## config.mk

```make
export PLATFORM = sky130hd
export DESIGN_NAME = dff_nibble_loader
export DESIGN_NICKNAME = d
export VERILOG_FILES = /design/src/rtl/dff_pkg.sv /design/src/rtl/dff_nibble_loader_sat_counter.sv /design/src/rtl/dff_nibble_loader.sv
export SDC_FILE = /design/constraint.sdc
export NUM_CORES = 1
export LEC_CHECK = 0
export CAP_MARGIN = 20
export CORE_UTILIZATION = 56
export DETAILED_ROUTE_END_ITERATION = 8
export DONT_BUFFER_PORTS = 1
export GPL_ROUTABILITY_DRIVEN = 0
export MAX_ROUTING_LAYER = met4
export PLACE_DENSITY = 0.71
export SLEW_MARGIN = 40
export SYNTH_ARGS = -nofsm -noshare
export SYNTH_HDL_FRONTEND = slang
export SYNTH_HIERARCHICAL = 1
export SYNTH_SLANG_ARGS = --single-unit
```

## constraint.sdc

```tcl
create_clock -name clk -period 2.9 [get_ports clk]
set_input_delay 0.58 -clock clk [delete_from_list [all_inputs] [get_ports clk]]
set_output_delay 0.58 -clock clk [all_outputs]
set_load 0.01 [all_outputs]
```

## src/rtl/dff_pkg.sv

```systemverilog
// Shared definitions for the serial front ends feeding the 4-bit register:
// state encoding, default data width and the even-parity helper.
package dff_pkg;

  localparam int DEFAULT_WIDTH = 4;

  typedef logic [1:0] state_t;

  localparam state_t COLLECT = 2'd0;
  localparam state_t PARITY  = 2'd1;
  localparam state_t LOAD    = 2'd2;
  localparam state_t ERROR   = 2'd3;

  // Zero-extension does not change parity, so narrower words pass straight in.
  function automatic logic parity_even(input logic [31:0] data);
    return ^data;
  endfunction

endpackage

```

## src/rtl/dff_nibble_loader_sat_counter.sv

```systemverilog
// Saturating up-counter: counts inc cycles and sticks at all-ones.
module sat_counter #(
  parameter int W = 8
) (
  input  logic         clk,
  input  logic         reset_n,
  input  logic         inc,
  output logic [W-1:0] q
);

  always_ff @(posedge clk) begin
    if (!reset_n) begin
      q <= '0;
    end else if (inc && (q != '1)) begin
      q <= q + W'(1);
    end
  end

endmodule

```

## src/rtl/dff_nibble_loader.sv

```systemverilog
// Parity-checked serial-to-parallel loader for the enabled register: assembles
// WIDTH bits LSB-first, strobes en on good frames and err on bad ones.
module dff_nibble_loader
  import dff_pkg::*;
#(
  parameter int WIDTH = DEFAULT_WIDTH,
  parameter int CNT_W = 8
) (
  input  logic             clk,
  input  logic             reset_n,
  input  logic             s_valid,
  input  logic             s_bit,
  output logic             s_ready,
  input  logic             abort,
  output logic [WIDTH-1:0] d,
  output logic             en,
  output logic             err,
  output logic [CNT_W-1:0] frame_cnt,
  output logic [CNT_W-1:0] err_cnt
);

  localparam int BW = $clog2(WIDTH + 1);

  // Handshake: a bit moves on a cycle where s_valid && s_ready at the rising
  // edge; s_ready depends on the current state only, never on s_valid.
  state_t           state;
  state_t           state_next;
  logic [BW-1:0]    bit_cnt;
  logic [WIDTH-1:0] shreg;
  logic             xfer;
  logic             parity_ok;

  assign xfer      = s_valid && s_ready;
  assign parity_ok = (s_bit == parity_even(32'(shreg)));

  always_ff @(posedge clk) begin
    if (!reset_n) begin
      state   <= COLLECT;
      bit_cnt <= '0;
      shreg   <= '0;
      d       <= '0;
    end else begin
      state <= state_next;
      case (state)
        COLLECT: begin
          if (abort) begin
            bit_cnt <= '0;
            shreg   <= '0;
          end else if (xfer) begin
            // shreg is cleared at every frame start, so OR-ing places the bit
            shreg   <= shreg | (WIDTH'(s_bit) << bit_cnt);
            bit_cnt <= bit_cnt + BW'(1);
          end
        end
        PARITY: begin
          if (abort) begin
            bit_cnt <= '0;
            shreg   <= '0;
          end else if (xfer && parity_ok) begin
            d <= shreg;
          end
        end
        default: begin
          bit_cnt <= '0;
          shreg   <= '0;
        end
      endcase
    end
  end

  always_comb begin
    state_next = state;
    case (state)
      COLLECT: begin
        if (abort) state_next = COLLECT;
        else if (xfer && (bit_cnt == BW'(WIDTH - 1))) state_next = PARITY;
      end
      PARITY: begin
        if (abort) state_next = COLLECT;
        else if (xfer) state_next = parity_ok ? LOAD : ERROR;
      end
      default: state_next = COLLECT;
    endcase
  end

  always_comb begin
    s_ready = 1'b0;
    en      = 1'b0;
    err     = 1'b0;
    case (state)
      COLLECT: s_ready = 1'b1;
      PARITY:  s_ready = 1'b1;
      LOAD:    en      = 1'b1;
      ERROR:   err     = 1'b1;
      default: s_ready = 1'b0;
    endcase
  end

  sat_counter #(.W(CNT_W)) u_frame_cnt (
    .clk     (clk),
    .reset_n (reset_n),
    .inc     (en),
    .q       (frame_cnt)
  );

  sat_counter #(.W(CNT_W)) u_err_cnt (
    .clk     (clk),
    .reset_n (reset_n),
    .inc     (err),
    .q       (err_cnt)
  );

endmodule

```

# Word level (Yosys, flattened, before mapping)

Cells that the tools add are included.

Bitwise gates (word level): 2
Shifts and indexed selects: 1
$add $sub $neg: 3
Equal/unequal tests: 11
Multiplexer cells: 17
Reduce and logical (&&, ||, !) cells: 11

Operator list:

| cell                  | number |
|---|---|
| $reduce_xor A32 Y1    | 1 |
| $add A8 B1 Y8 const B | 2 |
| $ne A8 B8 Y1 const B  | 2 |
| $mux W4               | 3 |
| $mux W3               | 3 |
| $ne A3 B3 Y1 const B  | 3 |
| $mux W2               | 4 |
| $pmux W4 S2           | 1 |
| $pmux W3 S2           | 1 |
| $logic_and A1 B1 Y1   | 5 |
| $eq A2 B2 Y1 const B  | 2 |
| $mux W1               | 4 |
| $or A4 B4 Y4          | 1 |
| $pmux W2 S2           | 1 |
| $reduce_and A2 Y1     | 2 |
| $shl A1 B3 Y4         | 1 |
| $add A3 B1 Y3 const B | 1 |
| $eq A3 B2 Y1 const B  | 1 |
| $reduce_and A3 Y1     | 1 |
| $eq A2 B1 Y1 const B  | 1 |
| $logic_not A2 Y1      | 1 |
| $ne A2 B2 Y1 const B  | 1 |
| $reduce_or A2 Y1      | 1 |
| $eq A1 B1 Y1          | 1 |
| $not A1 Y1            | 1 |

Input port bits: 5
Bits in registers: 29
Output and inout bits: 23

# Longest topological paths before layout

Gate-level depths: netlist of run 1.

Depth in word-level cells: 8
Depth in mapped cells: 5

# By module

Netlist of run 1, hierarchy kept.

Modules (own cells, without submodules):

| module            | seq. area each (um^2) | cells each | area each (um^2) | times used |
|---|---|---|---|---|
| sat_counter       | 160.2                 | 47         | 404.1            | 2 |
| dff_nibble_loader | 260.2                 | 64         | 573.0            | 1 |

# Least setup slack after synthesis of run 1

No wires, ideal clock.

Path kind: register -> register
Start: register state[1]
End: register u_frame_cnt.q[6]
Buffers on the path: 0
Setup slack: 1.317 ns
Library setup time: 0.115 ns
Clock period less this slack: 1.583 ns
Data required time: 2.785 ns
Stages on the path, launching flop included: 6
Arrival: 1.467 ns
Path through: dfxtp_1 > inv_1 > nor2_1 > nand3_1 > or4_1 > and3_1

Longest elaborated chain between the ends: 3

Ends and longest elaborated chain:

| element                | RTL line                            | text |
|---|---|---|
| from (decl)            | dff_nibble_loader.sv:26             | `state_t state;` |
| from (signal assigned) | dff_nibble_loader.sv:43             | `state <= state_next;` |
| $eq A2 B2 Y1           | dff_nibble_loader.sv:90             | `case (state)` |
| $mux W1                | dff_nibble_loader.sv:90             |  |
| via en                 | dff_nibble_loader.sv:16             | `output logic en,` |
| $logic_and A1 B1 Y1    | dff_nibble_loader_sat_counter.sv:14 | `end else if (inc && (q != '1)) begin` |
| to (signal assigned)   | dff_nibble_loader_sat_counter.sv:15 | `q <= q + W'(1);` |
| to (decl)              | dff_nibble_loader_sat_counter.sv:8  | `output logic [W-1:0] q` |

The timed path passes the listed nets, and every way through them passes these cells.
A chain may end at the register's enable or synchronous reset.

# Worst setup path after layout of run 1

Start: register state[1]
End: output port en

Longest elaborated chain between the ends: 2

Ends and longest elaborated chain:

| element      | RTL line |
|---|---|
| $eq A2 B2 Y1 | dff_nibble_loader.sv:90 |
| $mux W1      | dff_nibble_loader.sv:90 |
| to (decl)    | dff_nibble_loader.sv:16 |

Every way passes these cells.

==> results of run 1 <==
==> worst register-to-register path, delay by kind of cell (launching register included) <==
kind	cells	cell delay, ps
and+or+nand+nor	4	1170
buffers and inverters	1	100
DFF	1	380
==> layer usage <==
layer	up-vias	routed length, µm
met4	0	42
met5	-	0
met2	41	1207
met1	508	1177
met3	6	191
li1	587	-
==> cells in the final DEF, fill, tap and decap left out, types with 2 or more instances in the layout <==
| cell type | Yosys | layout |
|---|---|---|
| o21bai_1 | 4 | 4 |
| and4_2 | 2 | 2 |
| nand2_1 | 22 | 22 |
| nor2_1 | 12 | 12 |
| or4_1 | 2 | 2 |
| a21boi_2 | 2 | 2 |
| ha_1 | 4 | 4 |
| clkbuf_4 | 0 | 5 |
| o21ai_0 | 2 | 2 |
| nand3_1 | 5 | 5 |
| a211oi_1 | 5 | 5 |
| nand2b_1 | 2 | 2 |
| and3_1 | 4 | 4 |
| a311oi_1 | 2 | 2 |
| inv_1 | 9 | 9 |
| dfxtp_1 | 29 | 29 |
| a21boi_0 | 2 | 2 |
| nor3_1 | 7 | 7 |
| mux2i_1 | 8 | 8 |
| a21oi_1 | 12 | 12 |
| clkbuf_8 | 0 | 2 |
| a31oi_1 | 6 | 6 |
| and4_1 | 2 | 2 |
| nand4_1 | 4 | 4 |
==> report_power, final <==
group / switching [W] / internal (W)
Clock: 0.000139 / 0.000140
Combinational: 0.0000128 / 0.00000864
Sequential: 0.00000245 / 0.000400
==> metrics by stage <==
stage / util [%] / setup slack (ps)
6_report: 64.71 / 1109
5_1_grt: 64.71 / 1006
4_1_cts: 64.71 / 1093
3_5_place_dp: 61.63 / 1160
3_3_place_gp: 61.63 / 1213
2_1_floorplan: - / 1317
==> area by class of cell <==
cell class / count / area [µm²]
clock buffers: 7 / 65.06
clock inverters: 1 / 5.005
fillers: 193 / 803.3
inverters: 9 / 33.78
multi-input cells: 117 / 753.2
flip-flops and latches: 29 / 580.6
well taps: 28 / 35.03
==> registers in the layout, indices dropped and copies added (netlist names) <==
register / flops
bit_cnt: 3
state: 2
u_frame_cnt/q: 8
shreg: 4
d: 4
u_err_cnt/q: 8
==> logic make-up (layout without fill, tap and decap cells) <==
logic type                 Yosys count  after routing  synth area share, %
AOI/OAI and AO/OA                   36             36                17.39
xor gates and xnor gates             4              4                4.077
adders and majority gates            4              4                3.623
buffers and inverters               12             17                3.442
DFF                                 29             29                42.03
muxes                                8              8                5.797
and+or+nand+nor                     65             65                23.64
==> worst min-delay path by stage <==
stage | from | to | cells after the start
final | reset_n | state[1] | 2
after global routing | reset_n | state[1] | 2
after CTS | reset_n | state[1] | 2
after detailed placement | d[1] | d[1] | 2
after global placement | shreg[3] | d[3] | 2
after floorplan | shreg[3] | d[3] | 2
==> results.md, run 1 <==
- Status: completed
- Ys Warns: 6
- Delay-heaviest family, CP: simple AND/OR/NAND/NOR gates
- Crit path from: state[1]
- Synth Register Bits: 29
- Worst path cell trace: inv_1 > nor2_1
- LEAKAGE: 0.5292 nW
- Max Cap Viol: 0
- CTS tree: yes
- Htree depth: 2
- Top-count cell post-synth: dfxtp_1
- Post-synth top cells: 29 x dfxtp_1, 22 x nand2_1, 12 x a21oi_1, 12 x nor2_1, 9 x inv_1
- Antenna violations before repair: 0
- Postcts setup bufs: 0
- Final Hold Viols: 0
- DR pass1 iterations: 4
- Ant diodes: 0
- Post_cts resized: 0
- Yosys top cell by area: dfxtp_1
- Crit path capture type: output pin
- Remaining antenna violation count: 0
- CP max FO: 7
- Total track usage: 23.09%
- Sequential area share after synthesis: 42.03%
- Worst path max stage delay: 400 ps
- Minimum clock period: 1791 ps
- Crit path arrival time: 1210 ps
- Post-DP Area: 1403 µm²
- Netlist Area Pre-Place: 1381 µm²
- Met2 Use GR: 34.20%
- Endpoints failing setup: 0
- First-pass GRT wire length: 4.353 mm
- Met1 Resource Use GR: 27.84%
- DIE AREA: 2669 µm²
- Initial Utilization: 60.69%
- Clock Pin Slew Worst Setup and Hold Paths: 90 ps
- Layout area overhead: 6.612%
- Core area: 2276 µm²
- Ranking of synthesized cells by area: dfxtp_1 42%, nand2_1 6.0%, mux2i_1 5.8%
- Syn_area_per_cell: 8.743 µm²
- Transition time of the tightest slew-check pin: 498.9 ps
- Syn Nets: 167
- Area share of the leading cell type in the synthesized netlist: 42.03%
- Grt total ovfl: 0
- Residual DRC: 0
- Clk_lat worst skew: 320 ps
- Worst path bufs/invs: 1
- Crit path launch type: flip-flop
- R2r endpoint: u_frame_cnt/q[6]
- Clock skew: 5.728 ps
- Reg-to-Reg Start: state[1]
- Ys flop type: dfxtp_1
- WP depth: 2
- Avg WL per Cell: 13.71 µm
- Unrepaired setup endpoints after global routing: no
- R2r setup slk: 1150 ps
- Vias in the first global route: 1005
- Dpl cells: 183
- Grt met3 use: 8.772%
- Crit share post-route: 61.75%
- Vias: 1142
- Die span in x: 51.67 µm
- Clock Path Buffers: 2
- Final nets: 171
- Depth of the most critical reg-to-reg path: 5
- Max-slew headroom: 66.62%
- Post-synth cell types: 32
- Pwr Density: 477.9 nW/µm²
- VDD IR-drop max: 0.4403 mV
- Final instance area: 1473 µm²
- Die height: 51.67 µm
- DR vias/cell: 5.979
- Hold buffers post-CTS: 0
- Fin cells: 191
- Crit-path slowest cell: nor2_1
- Final setup TNS: 0 ps
- Crit path to: en
- Pin count of the biggest net entering global routing: 27
- Share of layout cells above drive strength 1: 8.589%
- # clock sinks: 29
- Ports: 28
- Fmax: 558.4 MHz
- Row count: 17
- Gr busiest metal: met2
- Critical Path RT: 2320 ps
- Pwr Total: 0.0007037 W
- Hold_ws: 366.6 ps
- Ys async rst share: 0%
- Post-synth EDFFs: 0
- Final WL: 2.619 mm
- Final slew viol count: 0
- Root Buffer: clkbuf_4
- Post-Synthesis Cells: 158
- Hpwl dp: 1.854 mm
- Crit Path Category: reg2out
- Hold crit path type: in2reg
- PortBufs: 0
- CTS Buf Count: 5
- DRT iter0 DRCs: 31
Power figures use the tool's default switching activity.
==> run 2, diff against run 1 <==
Clock period 2.9 ns to 1.81 ns, I/O delays scaled along.
==> run 2 against run 1 <==
Compared with the run above: final area rose by 0.51%; register-to-register slack got worse by 880 ps; sequential power rose by 60%; cell count rose by 1.0%; sequential share of layout area fell by 0.20 points; worst setup slack got worse by 830 ps; critical path type is now reg2reg; critical endpoint is now u_err_cnt/q[6]; highest routed layer unchanged.
==> results.md, run 2 (same netlist as run 1, synthesis figures left out) <==
- Status: completed
- Residual DRC: 0
- Fin cells: 193
- Hpwl dp: 1.910 mm
- Crit-path slowest cell: dfxtp_1
- Vias: 1167
- Worst path max stage delay: 460 ps
- Worst hold start: reset_n
- Post_cts resized: 0
- Clk_lat worst skew: 320 ps
- DIE AREA: 2669 µm²
- R2r endpoint: u_err_cnt/q[6]
- Switching Fraction: 21.94%
- Antenna violations before repair: 0
- Clock Pin Slew Worst Setup and Hold Paths: 80 ps
- Share of layout cells above drive strength 1: 9.091%
- Int Pwr: 0.0008380 W
- Endpoints failing setup: 0
- Crit path launch type: flip-flop
- Fin util: 65.04%
- Hold_ws: 147.6 ps
- Initial Utilization: 60.69%
- Worst path cell trace: ha_1 > nand3_1 > or4_1 > and3_1
- Largest registers: u_err_cnt/q (8), u_frame_cnt/q (8)
- Reg-to-Reg Start: u_err_cnt/q[0]
- Ports: 28
- Final WL: 2.657 mm
- CP max FO: 6
- DRT iter0 DRCs: 15
- Max-slew headroom: 70.39%
- Hold crit path type: in2reg
- Clock skew: 3.128 ps
- Crit path arrival time: 1760 ps
- LEAKAGE: 0.5356 nW
- Delay-heaviest family, CP: simple AND/OR/NAND/NOR gates
- Clock power share: 36.7%
- CTS tree: yes
- DR vias/cell: 6.047
- Die height: 51.67 µm
- Max Cap Viol: 0
- Crit share post-route: 84.85%
- Fillers: 199
- Combinational share of power: 3.2%
- DR pass1 iterations: 4
- Layout area overhead: 7.156%
- Critical Path RT: 2030 ps
- Unrepaired setup endpoints after global routing: no
- Htree depth: 2
- Hold buffers post-CTS: 0
- Grt total ovfl: 0
- Root Buffer: clkbuf_4
- Final setup TNS: 0 ps
- Postcts setup bufs: 0
- Minimum clock period: 1536 ps
- Crit path capture type: flip-flop
- Fmax: 651.2 MHz
- Depth of the most critical reg-to-reg path: 4
- VDD IR-drop max: 0.5176 mV
- Final nets: 174
- First-pass GRT wire length: 4.409 mm
- Ant diodes: 0
- Clock Path Buffers: 2
- Row count: 17
- Pwr Density: 725.2 nW/µm²
- Crit Path Category: reg2reg
- Sw power: 0.0002355 W
- Remaining antenna violation count: 0
- # clock sinks: 29
- Commonest non-fill, non-tap cell in the layout: dfxtp_1
- Final slew viol count: 0
- Avg WL per Cell: 13.77 µm
- Seq pwr share: 60.1%
- Commonest non-fill, non-tap cells in the layout: 29 x dfxtp_1, 22 x nand2_1, 12 x nor2_1, 12 x a21oi_1, 9 x inv_1
- R2r setup slk: 270 ps
- Vias in the first global route: 1054
- Hold Path Stages: 2
- Die span in x: 51.67 µm
- Pin count of the biggest net entering global routing: 27
- CTS Buf Count: 5
- Final Hold Viols: 0
- Total track usage: 23.60%
- Worst hold path endpoint: state[1]
- Worst path bufs/invs: 0
- Core area: 2276 µm²
- Transition time of the tightest slew-check pin: 443.2 ps
- Dpl cells: 186
- PortBufs: 0
run 2: cell types whose count changed in the layout (fill, tap and decap cells not counted), sizes merged:
cell and delta:
clkinv -1, buf +3
run 2: worst register-to-register path, delay by kind of cell, from the launching register on:
family,cells,cell delay [ps]
simple gates,3,700
fa+ha+maj,1,270
flops,1,460
run 2: power groups by stage:
| stage | clock (W) | sequential (W) | combinational, W |
|---|---|---|---|
| floorplan | 0 | 0.000659 | 0.0000320 |
| global placement | 0 | 0.000660 | 0.0000335 |
| detailed placement | 0 | 0.000660 | 0.0000343 |
| CTS | 0.000408 | 0.000645 | 0.0000346 |
| global route | 0.000434 | 0.000646 | 0.0000393 |
| finish | 0.000394 | 0.000645 | 0.0000347 |
run 2: layout make-up:
| class | count | area (µm²) | share of cell area (%) |
|---|---|---|---|
| timing repair buffer | 3 | 22.52 | 1.522 |
| inverter | 9 | 33.78 | 2.282 |
| sequential | 29 | 580.6 | 39.22 |
| multi-input combinational | 117 | 753.2 | 50.89 |
| clock buffer | 7 | 55.05 | 3.719 |
| tap | 28 | 35.03 | 2.367 |
run 2: how the worst max path moves through the flow:
stage / cells after the start / startpoint / to
finish: 4 / u_err_cnt/q[0] / u_err_cnt/q[6]
global route: 4 / u_frame_cnt/q[1] / u_frame_cnt/q[6]
CTS: 4 / u_err_cnt/q[0] / u_err_cnt/q[6]
detailed placement: 4 / u_err_cnt/q[0] / u_err_cnt/q[6]
global placement: 4 / u_err_cnt/q[1] / u_err_cnt/q[6]
floorplan: 5 / state[1] / u_frame_cnt/q[6]
run 2: per-stage QoR:
step / worst slack, ps / instance area [µm²] / total power, W
final: 274.3 / 1480 / 0.001073
after global routing: 182.5 / 1480 / 0.001119
after CTS: 273.4 / 1480 / 0.001088
after detailed placement: 285.2 / 1425 / 0.0006946
after global placement: 335.2 / 1425 / 0.0006936
after floorplan: 227.3 / 1381 / 0.0006911
run 2: layer usage:
layer  share of wire, %  up-vias  track usage [%]
met5                  0        -                -
met4                1.3        0            10.81
met2                 47       30            35.93
li1                   -      585                -
met3                6.4        4            10.82
met1                 45      548            26.37
